===== src/rtl/alu_ex_stage.sv =====
// Two-stage pipelined ALU execute stage with valid/ready flow control and flush.
// Optional feature: define ALU_OVF_EN to build the registered signed-overflow flag.
module alu_ex_stage #(
  parameter int WIDTH = 32
) (
  input  logic             clk,
  input  logic             rst,
  input  logic             flush,
  input  logic             inValid,
  output logic             inReady,
  input  logic [2:0]       aluSel,
  input  logic [WIDTH-1:0] opA,
  input  logic [WIDTH-1:0] opB,
  output logic             outValid,
  input  logic             outReady,
  output logic [WIDTH-1:0] result,
  output logic             zero,
  output logic             ovf
);

  localparam logic [2:0] SEL_AND = 3'b000;
  localparam logic [2:0] SEL_OR  = 3'b001;
  localparam logic [2:0] SEL_ADD = 3'b010;
  localparam logic [2:0] SEL_SUB = 3'b110;
  localparam logic [2:0] SEL_SLT = 3'b111;
  localparam logic [2:0] SEL_NOP = 3'b100;

  logic             r_s1_valid;
  logic [2:0]       r_s1_sel;
  logic [WIDTH-1:0] r_s1_a;
  logic [WIDTH-1:0] r_s1_b;
  logic             r_s2_valid;
  logic [WIDTH-1:0] r_result;
  logic             r_zero;

  logic             w_s2_adv;
  logic             w_s1_adv;
  logic [WIDTH-1:0] w_sum;
  logic [WIDTH-1:0] w_diff;
  logic             w_sub_ovf;
  logic             w_slt;
  logic [WIDTH-1:0] w_alu;

  // Handshake: a transfer happens on a rising edge where valid && ready are both
  // high; a producer holds valid and its payload stable until that edge, and a
  // stage advances only when its holder is empty or is being drained this cycle.
  assign w_s2_adv = !r_s2_valid || outReady;
  assign w_s1_adv = !r_s1_valid || w_s2_adv;
  assign inReady  = w_s1_adv && !flush;

  assign w_sum     = r_s1_a + r_s1_b;
  assign w_diff    = r_s1_a - r_s1_b;
  assign w_sub_ovf = (r_s1_a[WIDTH-1] ^ r_s1_b[WIDTH-1]) &
                     (w_diff[WIDTH-1] ^ r_s1_a[WIDTH-1]);
  // Sign of the difference corrected by overflow keeps slt right at the extremes.
  assign w_slt     = w_diff[WIDTH-1] ^ w_sub_ovf;

  always_comb begin
    w_alu = '0;
    case (r_s1_sel)
      SEL_AND: w_alu = r_s1_a & r_s1_b;
      SEL_OR:  w_alu = r_s1_a | r_s1_b;
      SEL_ADD: w_alu = w_sum;
      SEL_SUB: w_alu = w_diff;
      SEL_SLT: w_alu = {{(WIDTH-1){1'b0}}, w_slt};
      default: w_alu = '0;
    endcase
  end

  always_ff @(posedge clk) begin
    if (rst) begin
      r_s1_valid <= 1'b0;
      r_s1_sel   <= SEL_NOP;
      r_s1_a     <= '0;
      r_s1_b     <= '0;
    end else if (flush) begin
      r_s1_valid <= 1'b0;
    end else if (w_s1_adv) begin
      r_s1_valid <= inValid;
      r_s1_sel   <= aluSel;
      r_s1_a     <= opA;
      r_s1_b     <= opB;
    end
  end

  always_ff @(posedge clk) begin
    if (rst) begin
      r_s2_valid <= 1'b0;
      r_result   <= '0;
      r_zero     <= 1'b0;
    end else if (flush) begin
      r_s2_valid <= 1'b0;
    end else if (w_s2_adv) begin
      r_s2_valid <= r_s1_valid;
      r_result   <= w_alu;
      r_zero     <= (w_alu == '0);
    end
  end

  assign outValid = r_s2_valid;
  assign result   = r_result;
  assign zero     = r_zero;

`ifdef ALU_OVF_EN
  logic r_ovf;
  logic w_add_ovf;
  logic w_ovf;

  assign w_add_ovf = ~(r_s1_a[WIDTH-1] ^ r_s1_b[WIDTH-1]) &
                     (w_sum[WIDTH-1] ^ r_s1_a[WIDTH-1]);

  always_comb begin
    w_ovf = 1'b0;
    case (r_s1_sel)
      SEL_ADD: w_ovf = w_add_ovf;
      SEL_SUB: w_ovf = w_sub_ovf;
      default: w_ovf = 1'b0;
    endcase
  end

  always_ff @(posedge clk) begin
    if (rst) begin
      r_ovf <= 1'b0;
    end else if (!flush && w_s2_adv) begin
      r_ovf <= w_ovf;
    end
  end

  assign ovf = r_ovf;
`else
  assign ovf = 1'b0;
`endif

endmodule


===== config.mk =====
export PLATFORM = sky130hd
export DESIGN_NAME = alu_ex_stage
export DESIGN_NICKNAME = d
export VERILOG_FILES = /design/src/rtl/alu_ex_stage.sv
export SDC_FILE = /design/constraint.sdc
export NUM_CORES = 1
export LEC_CHECK = 0
export CAP_MARGIN = 20
export CORE_ASPECT_RATIO = 0.9
export CORE_MARGIN = 8
export CORE_UTILIZATION = 28
export DETAILED_ROUTE_END_ITERATION = 10
export DONT_BUFFER_PORTS = 1
export PLACE_DENSITY = 0.45
export SYNTH_ARGS = -nofsm -noshare
export SYNTH_HDL_FRONTEND = slang
export SYNTH_SLANG_ARGS = --single-unit

===== constraint.sdc =====
create_clock -name clk -period 8.6 [get_ports clk]
set_clock_uncertainty 0.2 [all_clocks]
set_input_delay 0 -clock clk [delete_from_list [all_inputs] [get_ports clk]]
set_output_delay 0 -clock clk [all_outputs]
set_load 0.02 [all_outputs]

==> results.sh, run 1 <==
export IMPL_post_synth_top_count_cell="nand2_1"
export IMPL_antenna_left=0
export IMPL_required_ns=8.68
export IMPL_cts_buffers=9
export IMPL_utilization_pct=32.70
export IMPL_antenna_found_initial=0
export IMPL_rsz0062_at_grt="false"
export IMPL_dr_pass1_iters=6
export IMPL_cts_resized=0
export IMPL_synth_area_top_cells="dfxtp_1, ha_1, nand2_1, a21oi_1, inv_1"
export IMPL_area_delta_synth_final_pct=15.11
export IMPL_ys_seq_area_share_pct=23.31
export IMPL_drc_errors=0
export IMPL_row_count=61
export IMPL_place_inst=1543
export IMPL_cts_root_buf="clkbuf_16"
export IMPL_crit_path_frequent_cell="a21oi_1"
export IMPL_leakage_uw=0.003978
export IMPL_drive_gt1_share_pct=4.330
export IMPL_p_per_area_nw_per_um2=138.4
export IMPL_vias_per_cell=5.233
export IMPL_grt_pass1_vias=8263
export IMPL_die_area_um2=37210
export IMPL_grt_overflow=0
export IMPL_critical_path_max_fanout=14
export IMPL_cpMaxStageDelayCell="nor4_2"
export IMPL_post_route_min_period_ns=5.947
export IMPL_holdWs_ns=0.06698
export IMPL_synthTopCellsByCount="nand2_1, a21oi_1, ha_1"
export IMPL_synthesis_nets=1381
export IMPL_maxCapViolations=0
export IMPL_max_stage_delay_ns=0.57
export IMPL_synth_top_area_share_pct=23.31
export IMPL_die_w_um=202.4
export IMPL_status="completed"
export IMPL_cts_buffer_depth=2
export IMPL_period_share_pct=69.15
export IMPL_hold_violations=0
export IMPL_vias=8545
export IMPL_syn_area_um2=8760
export IMPL_wl_um=31650
export IMPL_async_reset_ff_share_pct=0
export IMPL_ios=108
export IMPL_cts_sinks=102
export IMPL_cp_cell_sequence="inv_1 > ha_1 > nor4_2 > a21boi_0 > a211oi_2 > o21ai_1 > a31oi_1 > o21ai_0 > a21oi_1 > o21bai_1 > a21oi_1 > fa_1 > a31oi_1 > a21oi_1 > or4_1 > a2111oi_0 > o2111a_1 > and4_1 > nand4b_1 > nor4_2 > nand4_1 > o31ai_2"
export IMPL_hold_class="in2reg"
export IMPL_synthFlopType="dfxtp_1"
export IMPL_dp_hpwl_um=23740
export IMPL_coreArea_um2=30830
export IMPL_finalSetupTns_ns=0
export IMPL_setup_viol=0
export IMPL_die_h_um=183.8
export IMPL_synth_cells=1202
export IMPL_peakVddDrop_v=0.0001258
export IMPL_antenna_cells=0
export IMPL_clock_latency_ns=0.37
export IMPL_start_util_pct=28.41
export IMPL_fmax_mhz=168.1
export IMPL_grt_pass1_wl_um=48970
export IMPL_h_tree_depth=3
export IMPL_syn_area_per_cell_um2=7.288
export IMPL_fin_cells=1633
export IMPL_synth_edf_count=0
export IMPL_wl_per_cell_um=19.38
export IMPL_max_slew_worst_pin_slew_ns=0.9420
export IMPL_grt_start_max_net_pins=99
export IMPL_drtIter0Drc=563
export IMPL_yosys_warnings=0
export IMPL_end_kind="register"
export IMPL_power_uw=1396
export IMPL_track_usage_pct=16.64
export IMPL_yosys_cell_types_count=85
export IMPL_path_clk_slew_ns=0.07
export IMPL_slew_viol_final=0
export IMPL_final_nets=1398
export IMPL_ys_ff_latch=102
export IMPL_yosys_area_top_type="dfxtp_1"
export IMPL_gp_congestion=0.9191
export IMPL_crit_type="reg2reg"
export IMPL_cp_start_kind="register"
export IMPL_arrival_ns=6.03
export IMPL_cts_tree="yes"
export IMPL_numPortBuffers=0
export IMPL_fill_cells=3392
export IMPL_max_slew_margin_pct=37.04
## cell families after synthesis
kind of cell               count (synthesis)  share of synthesized area, %
and+or+nand+nor                          405                         20.48
buffers and inverters                    182                         8.070
AOI/OAI and AO/OA                        361                         27.64
adders and majority gates                107                         15.54
other                                      1                       0.04281
muxes                                     23                         2.814
DFF                                      102                         23.31
xor gates and xnor gates                  21                         2.100
## path summary, 6_finish.rpt
| path | to | slack, ns | start | cells after the start |
|---|---|---|---|---|
| setup reg to reg | zero$_SDFFE_PP0P_ | 2.65 | r_s1_a[14]$_SDFFE_PP0P_ | 22 |
| hold / removal | r_s1_valid$_SDFFE_PP0N_ | 0.07 | rst | 2 |
| hold reg to reg | r_s1_b[12]$_SDFFE_PP0P_ | 0.28 | r_s1_b[12]$_SDFFE_PP0P_ | 2 |
| setup / recovery | zero$_SDFFE_PP0P_ | 2.65 | r_s1_a[14]$_SDFFE_PP0P_ | 22 |
## what timing repair did
action / 4_1_cts / 5_1_grt
endpoints found under the hold margin: 102 / 0
setup buffers: 0 / 0
hold buffers: 73 / 0
## flip-flops by register name, indices dropped and copies added, names as in the netlist
register and flops:
zero 1, r_s1_b 32, result 32, r_s1_a 32, r_s1_valid 1, r_s1_sel 3, outValid 1
## routing by layer
| metal | GRT usage (%) | up-vias | wire [µm] |
|---|---|---|---|
| met2 | 24.03 | 285 | 13010 |
| met4 | 3.768 | 0 | 405 |
| met1 | 24.26 | 3987 | 15880 |
| met3 | 4.281 | 24 | 2352 |
| met5 | 0 | - | 0 |
| li1 | - | 4249 | - |
## per-stage QoR
step | cell area, µm² | setup WS [ns]
after detailed placement | 9041 | 2.773
after floorplan | 8760 | 3.597
final | 10080 | 2.653
after global placement | 9041 | 2.949
after CTS | 10080 | 2.738
after global routing | 10080 | 2.223
## cell usage in the layout, fill, tap and decap left out, types with 5 or more instances in the layout
cell / n
nand2_1: 188
a21oi_1: 133
ha_1: 104
inv_1: 101
dfxtp_1: 101
nor2_1: 98
dlygate4sd3_1: 72
a211oi_1: 39
nor3_1: 37
o21ai_0: 32
o211ai_1: 22
mux2i_1: 19
xnor2_1: 17
a21o_1: 13
nand4_1: 13
o31ai_1: 13
nor2b_1: 10
o21bai_1: 10
nand3_1: 10
buf_4: 10
o22ai_1: 9
clkbuf_16: 9
nor4_1: 8
or3_1: 7
a211o_1: 6
a2111oi_0: 6
a31oi_1: 6
nand2b_1: 5
a21boi_0: 5
a221o_1: 5
o21ai_1: 5
## where the power goes
group / internal (µW) / leakage (µW) / switching, µW
Clock: 206 / 0.000139 / 200
Combinational: 168 / 0.00300 / 279
Sequential: 500 / 0.000841 / 42.4
Total: 874 / 0.00398 / 522
## layout make-up
class                      instances  area, µm²  area share, %
inverter                         105      394.1          3.909
timing repair buffer              83      823.3          8.165
tap                              409      511.7          5.075
clock inverter                     6      47.55         0.4715
clock buffer                      10      239.0          2.370
sequential                       102       2043          20.26
multi-input combinational        918       6025          59.75
## critical path, delay by kind of cell (launching register included)
family / cells / cell delay, ns
simple gates: 6 / 1.71
buf+inv: 1 / 0.06
flops: 1 / 0.41
fa+ha+maj: 2 / 0.86
compound gates: 13 / 2.61
Note: power is estimated with default switching activity, not from simulation.
==> inputs of run 2 (changes only) <==
- ABC_AREA: unset -> 1
- PLACE_DENSITY: 0.45 -> 0.47
- clock period: 8.6 -> 5 ns (I/O delays scaled with it)
==> run 2 against run 1 <==
Effect of this change:
- cell area up 12%
- clock power up 86%
- first-iteration DRC count up 26%
- combinational power up 120%
- sequential power up 73%
- core utilization down 0.44 points
- count of clock-buffer cells in the layout unchanged
- maximum frequency up 46%
- synthesized area up 13%
- total power up 92%
- cell count up 36%
- register-to-register slack worse by 1.7 ns
- critical path type unchanged
==> results.sh, run 2 <==
export IMPL_synth_cells=1724
export IMPL_cts_buffers=9
export IMPL_hold_class="in2reg"
export IMPL_synth_top_area_share_pct=20.64
export IMPL_p_switching_uw=1152
export IMPL_arrival_ns=4.19
export IMPL_final_cell_mix="nand2_1, inv_1, nor2_1"
export IMPL_crit_type="reg2reg"
export IMPL_slew_viol_final=0
export IMPL_post_route_min_period_ns=4.068
export IMPL_cp_start_kind="register"
export IMPL_pwr_share_clk_pct=28.2
export IMPL_grt_overflow=0
export IMPL_grt_pass1_wl_um=59650
export IMPL_area_delta_synth_final_pct=14.02
export IMPL_max_slew_worst_pin_slew_ns=0.8723
export IMPL_syn_area_um2=9894
export IMPL_vias=10490
export IMPL_synth_area_top_cells="dfxtp_1, nand2_1, ha_1, inv_1, nor2_1"
export IMPL_pre_cts_ws_ns=1.031
export IMPL_coreArea_um2=34970
export IMPL_antenna_left=0
export IMPL_gp_congestion=0.9177
export IMPL_hold_violations=0
export IMPL_maxCapViolations=0
export IMPL_met1_usage_pct=26.36
export IMPL_row_count=65
export IMPL_syn_area_per_cell_um2=5.739
export IMPL_busiest_layer="met2"
export IMPL_p_per_area_nw_per_um2=237.8
export IMPL_antenna_found_initial=1
export IMPL_synthesis_nets=1903
export IMPL_status="completed"
export IMPL_rsz0062_at_grt="false"
export IMPL_internal_power_uw=1531
export IMPL_leakage_uw=0.005935
export IMPL_ios=108
export IMPL_grt_pass1_vias=10150
export IMPL_met2_usage_pct=27.10
export IMPL_vias_per_cell=4.718
export IMPL_clock_latency_ns=0.40
export IMPL_cts_root_buf="clkbuf_16"
export IMPL_grt_start_max_net_pins=71
export IMPL_cts_tree="yes"
export IMPL_path_clk_slew_ns=0.08
export IMPL_drive_gt1_share_pct=2.279
export IMPL_wl_um=38310
export IMPL_drc_errors=0
export IMPL_finalSetupTns_ns=0
export IMPL_utilization_pct=32.26
export IMPL_drtIter0Drc=712
export IMPL_combPwrFrac_pct=36.8
export IMPL_multi_input_area_um2=6315
export IMPL_swShare_pct=42.92
export IMPL_final_nets=1929
export IMPL_cts_sinks=102
export IMPL_die_h_um=194.3
export IMPL_yosys_warnings=0
export IMPL_ys_ff_latch=102
export IMPL_layout_commonest_cell="nand2_1"
export IMPL_regArea_um2=2042
export IMPL_end_kind="register"
export IMPL_setup_viol=0
export IMPL_async_reset_ff_share_pct=0
export IMPL_ys_seq_area_share_pct=20.64
export IMPL_peakVddDrop_v=0.0001690
export IMPL_finalWorstSetupSlack_ns=0.9318
export IMPL_start_util_pct=28.29
export IMPL_post_synth_top_count_cell="nand2_1"
export IMPL_synthFlopType="dfxtp_1"
export IMPL_dp_hpwl_um=31210
export IMPL_numPortBuffers=0
export IMPL_max_slew_margin_pct=41.71
export IMPL_die_w_um=214.2
export IMPL_die_area_um2=41620
export IMPL_track_usage_pct=18.15
export IMPL_use_met3_pct=3.446
export IMPL_yosys_cell_types_count=37
export IMPL_dr_pass1_iters=6
export IMPL_wl_per_cell_um=17.23
export IMPL_synth_edf_count=0
export IMPL_synthTopCellsByCount="nand2_1, inv_1, nor2_1"
export IMPL_period_share_pct=81.36
export IMPL_h_tree_depth=3
export IMPL_yosys_area_top_type="dfxtp_1"
export IMPL_required_ns=5.12
export IMPL_critical_path_max_fanout=8
export IMPL_power_uw=2683
export IMPL_antenna_cells=0
export IMPL_fill_cells=4073
export IMPL_cts_buffer_depth=2
export IMPL_p_seq_share_pct=35.0
export IMPL_fmax_mhz=245.8
==> run 2: changes by cell type after synthesis, moves of 38 or more <==
cell	before	now
nor2_1	100	187
o21ai_0	32	104
inv_1	101	329
nand2_1	188	473
nand3_1	10	120
a211oi_1	39	1
==> run 2: worst max-delay path: stages (launching register included) <==
cell       delay (ns)
dfxtp_1          0.36
inv_1            0.07
ha_1             0.42
nor2_1           0.31
nand2_1          0.19
nor4_1           0.28
nand2_1          0.11
a21oi_1          0.27
nor2_1           0.07
nor2_1           0.09
nor2_1           0.06
fa_1             0.36
nand2_1          0.08
nor2_1           0.04
nor2_1           0.09
o2111ai_1        0.13
nor2_1           0.14
nand2_1          0.06
nor2_1           0.09
nand2_1          0.06
nor2_1           0.13
nand3_1          0.09
nor2_1           0.11
nand3_1          0.08
a21oi_2          0.11
==> run 2: kinds of logic (layout without fill, tap and decap cells) <==
family                     count (synthesis)  after routing  share of synthesized area (%)
AOI/OAI and AO/OA                        284            284                          15.47
xor gates and xnor gates                   1              1                        0.08853
adders and majority gates                107            107                          13.76
buffers and inverters                    401            432                          15.69
DFF                                      102            102                          20.64
other                                      1              1                        0.03790
and+or+nand+nor                          828            828                          34.32
==> run 2: path summary, 6_finish.rpt <==
path / cells after the start / endpoint / slack, ns / startpoint
worst max-delay path: 24 / zero$_SDFFE_PP0P_ / 0.93 / r_s1_a[24]$_SDFFE_PP0P_
worst min-delay path: 3 / r_s1_sel[2]$_SDFFE_PP1P_ / 0.09 / aluSel[2]
worst max register to register: 24 / zero$_SDFFE_PP0P_ / 0.93 / r_s1_a[24]$_SDFFE_PP0P_
worst min register to register: 2 / outValid$_SDFFE_PP0P_ / 0.28 / r_s1_valid$_SDFFE_PP0N_
==> run 2: layout make-up <==
class	count	share of cell area, %
clock buffer	10	2.029
clock inverter	6	0.5545
inverter	338	11.25
multi-input combinational	1221	55.97
sequential	102	18.10
tap	469	5.201
timing repair buffer	78	6.898
==> run 2: power by group through the flow <==
stage / Combinational (µW) / Sequential (µW) / Clock, µW
after global placement: 927 / 957 / 0
after floorplan: 667 / 945 / 0
after global routing: 1110 / 950 / 806
after CTS: 982 / 941 / 790
after detailed placement: 926 / 959 / 0
final: 987 / 939 / 757
==> run 2: per-stage QoR <==
step / std cells / instance area, µm² / hold WS, ns
finish: 2224 / 11280 / 0.08949
floorplan: 1724 / 9894 / -0.08678
detailed placement: 2136 / 10270 / -0.1322
CTS: 2224 / 11280 / 0.06171
global route: 2224 / 11280 / 0.1089
global placement: 2136 / 10270 / -0.1334
==> run 2: timing repair <==
action	CTS	global route
endpoints found under the hold margin	96	0
setup buffers	0	0
hold buffers	72	0
endpoints found under the setup margin	0	0
resized for setup	0	0
==> run 2: layer usage <==
layer  wire length, µm  vias up
met2             15720      278
li1                  -     5397
met1             19740     4789
met4               589        0
met5                 0        -
met3              2262       29
==> inputs of run 3 (changes only) <==
- PLACE_DENSITY: 0.47 -> 0.45
- clock period: 5 -> 3.89 ns (I/O delays scaled with it)
==> run 3 against run 2 <==
Effect of this change:
- first-iteration DRC count grew 8.0%
- global-route usage rose by 0.50 points
- hold slack improved by 0.037 ns
- critical path depth rose by 4
- sequential cell count is the same
- cell count grew 5.4%
- clock power grew 22%
- combinational power increased by 61%
- count of clock-buffer cells in the layout did not move
- largest cell class unchanged
- largest power group unchanged
==> results.sh, run 3 (synthesized netlist as in run 2, its figures left out) <==
export IMPL_status="completed"
export IMPL_clock_latency_ns=0.39
export IMPL_rr_startpoint="r_s1_b[20]$_SDFFE_PP0P_"
export IMPL_drtIter0Drc=769
export IMPL_grt_overflow=0
export IMPL_hold_class="in2reg"
export IMPL_finalWorstSetupSlack_ns=0.2969
export IMPL_dr_pass1_iters=8
export IMPL_antenna_found_initial=0
export IMPL_final_nets=2051
export IMPL_die_h_um=194.3
export IMPL_fin_area_um2=12680
export IMPL_crit_path_frequent_cell="nor2_1"
export IMPL_pre_cts_ws_ns=0.007032
export IMPL_die_w_um=214.2
export IMPL_start_util_pct=28.29
export IMPL_h_tree_depth=3
export IMPL_peakVddDrop_v=0.0002058
export IMPL_required_ns=4.00
export IMPL_cts_buffer_depth=2
export IMPL_cts_tree="yes"
export IMPL_post_route_min_period_ns=3.593
export IMPL_path_clk_slew_ns=0.09
export IMPL_p_per_area_nw_per_um2=293.1
export IMPL_max_slew_margin_pct=54.22
export IMPL_grt_start_max_net_pins=66
export IMPL_vias_per_cell=4.726
export IMPL_row_count=65
export IMPL_cp_start_kind="register"
export IMPL_end_kind="register"
export IMPL_cp_startpoint="r_s1_b[20]$_SDFFE_PP0P_"
export IMPL_wl_um=40010
export IMPL_worstHoldStart="rst"
export IMPL_maxCapViolations=0
export IMPL_max_stage_delay_ns=0.34
export IMPL_coreArea_um2=34970
export IMPL_setup_viol=0
export IMPL_utilization_pct=36.26
export IMPL_slew_viol_final=0
export IMPL_dp_hpwl_um=32670
export IMPL_antenna_left=0
export IMPL_cts_buffers=9
export IMPL_wl_met1_um=20380
export IMPL_final_cell_mix="nand2_1, inv_1, nor2_1"
export IMPL_dr_wl_met2_um=16410
export IMPL_cts_sinks=102
export IMPL_max_slew_worst_pin_slew_ns=0.6857
export IMPL_vias=11080
export IMPL_area_delta_synth_final_pct=28.17
export IMPL_period_share_pct=92.37
export IMPL_cpMaxStageDelayCell="dfxtp_2"
export IMPL_antenna_cells=0
export IMPL_arrival_ns=3.71
export IMPL_regToRegSetupSlack_ns=0.30
export IMPL_grt_pass1_wl_um=61510
export IMPL_wl_met3_um=2668
export IMPL_critical_path_max_fanout=3
export IMPL_leakage_uw=0.006584
export IMPL_power_uw=3717
export IMPL_layout_commonest_cell="nand2_1"
export IMPL_drc_errors=0
export IMPL_gp_congestion=0.9141
export IMPL_crit_type="reg2reg"
export IMPL_dpl_instance_area_um2=11110
export IMPL_die_area_um2=41620
export IMPL_drive_gt1_share_pct=12.85
export IMPL_fmax_mhz=278.3
export IMPL_cts_root_buf="clkbuf_16"
export IMPL_wl_per_cell_um=17.06
export IMPL_holdWs_ns=0.1264
export IMPL_dr_max_layer_used="met4"
export IMPL_track_usage_pct=18.65
export IMPL_numPortBuffers=0
export IMPL_ios=108
export IMPL_grt_pass1_vias=10780
export IMPL_hold_violations=0
-- run 3: worst paths after layout --
path,end,cells past startpoint
worst max-delay path,zero$_SDFFE_PP0P_,28
worst min-delay path,result[27]$_SDFFE_PP0P_,4
worst max register to register,zero$_SDFFE_PP0P_,28
worst min register to register,outValid$_SDFFE_PP0P_,2
-- run 3: worst max-delay path: cells and delay by family, from the launching register on --
kind	cells	cell delay (ns)
AND/OR/NAND/NOR	18	1.54
flip-flops	1	0.34
AO/OA/AOI/OAI	4	0.48
adder cells (fa/ha/maj)	2	0.55
buffers and inverters	4	0.42
-- run 3: per-stage QoR --
stage	cells	setup TNS (ns)
final	2345	0
after floorplan	1724	0
after global routing	2345	-0.03115
after global placement	2248	0
after detailed placement	2248	0
after CTS	2341	0
-- run 3: what timing repair did --
action	CTS	global route
endpoints found under the setup margin	1	1
buffers inserted	0	4
hold buffers	78	0
endpoints found under the hold margin	90	0
pin swaps	0	31
resized for setup	2	97
-- run 3: per-layer routing --
metal	vias to the layer above	track usage [%]
met5	-	0
met4	0	4.060
li1	5645	-
met2	282	27.70
met3	21	3.726
met1	5134	27.29
-- run 3: layout make-up --
type	count	area [µm²]
multi-input combinational	1221	6771
clock inverter	5	41.29
fill	4012	22290
timing repair buffer	200	1709
sequential	102	2066
tap	469	586.8
clock buffer	10	239.0
inverter	338	1269
-- run 3: where the power goes --
part | total, µW | internal, µW | switching [µW]
clock | 922 | 455 | 467
combinational | 1590 | 598 | 997
sequential | 1200 | 1120 | 80.0
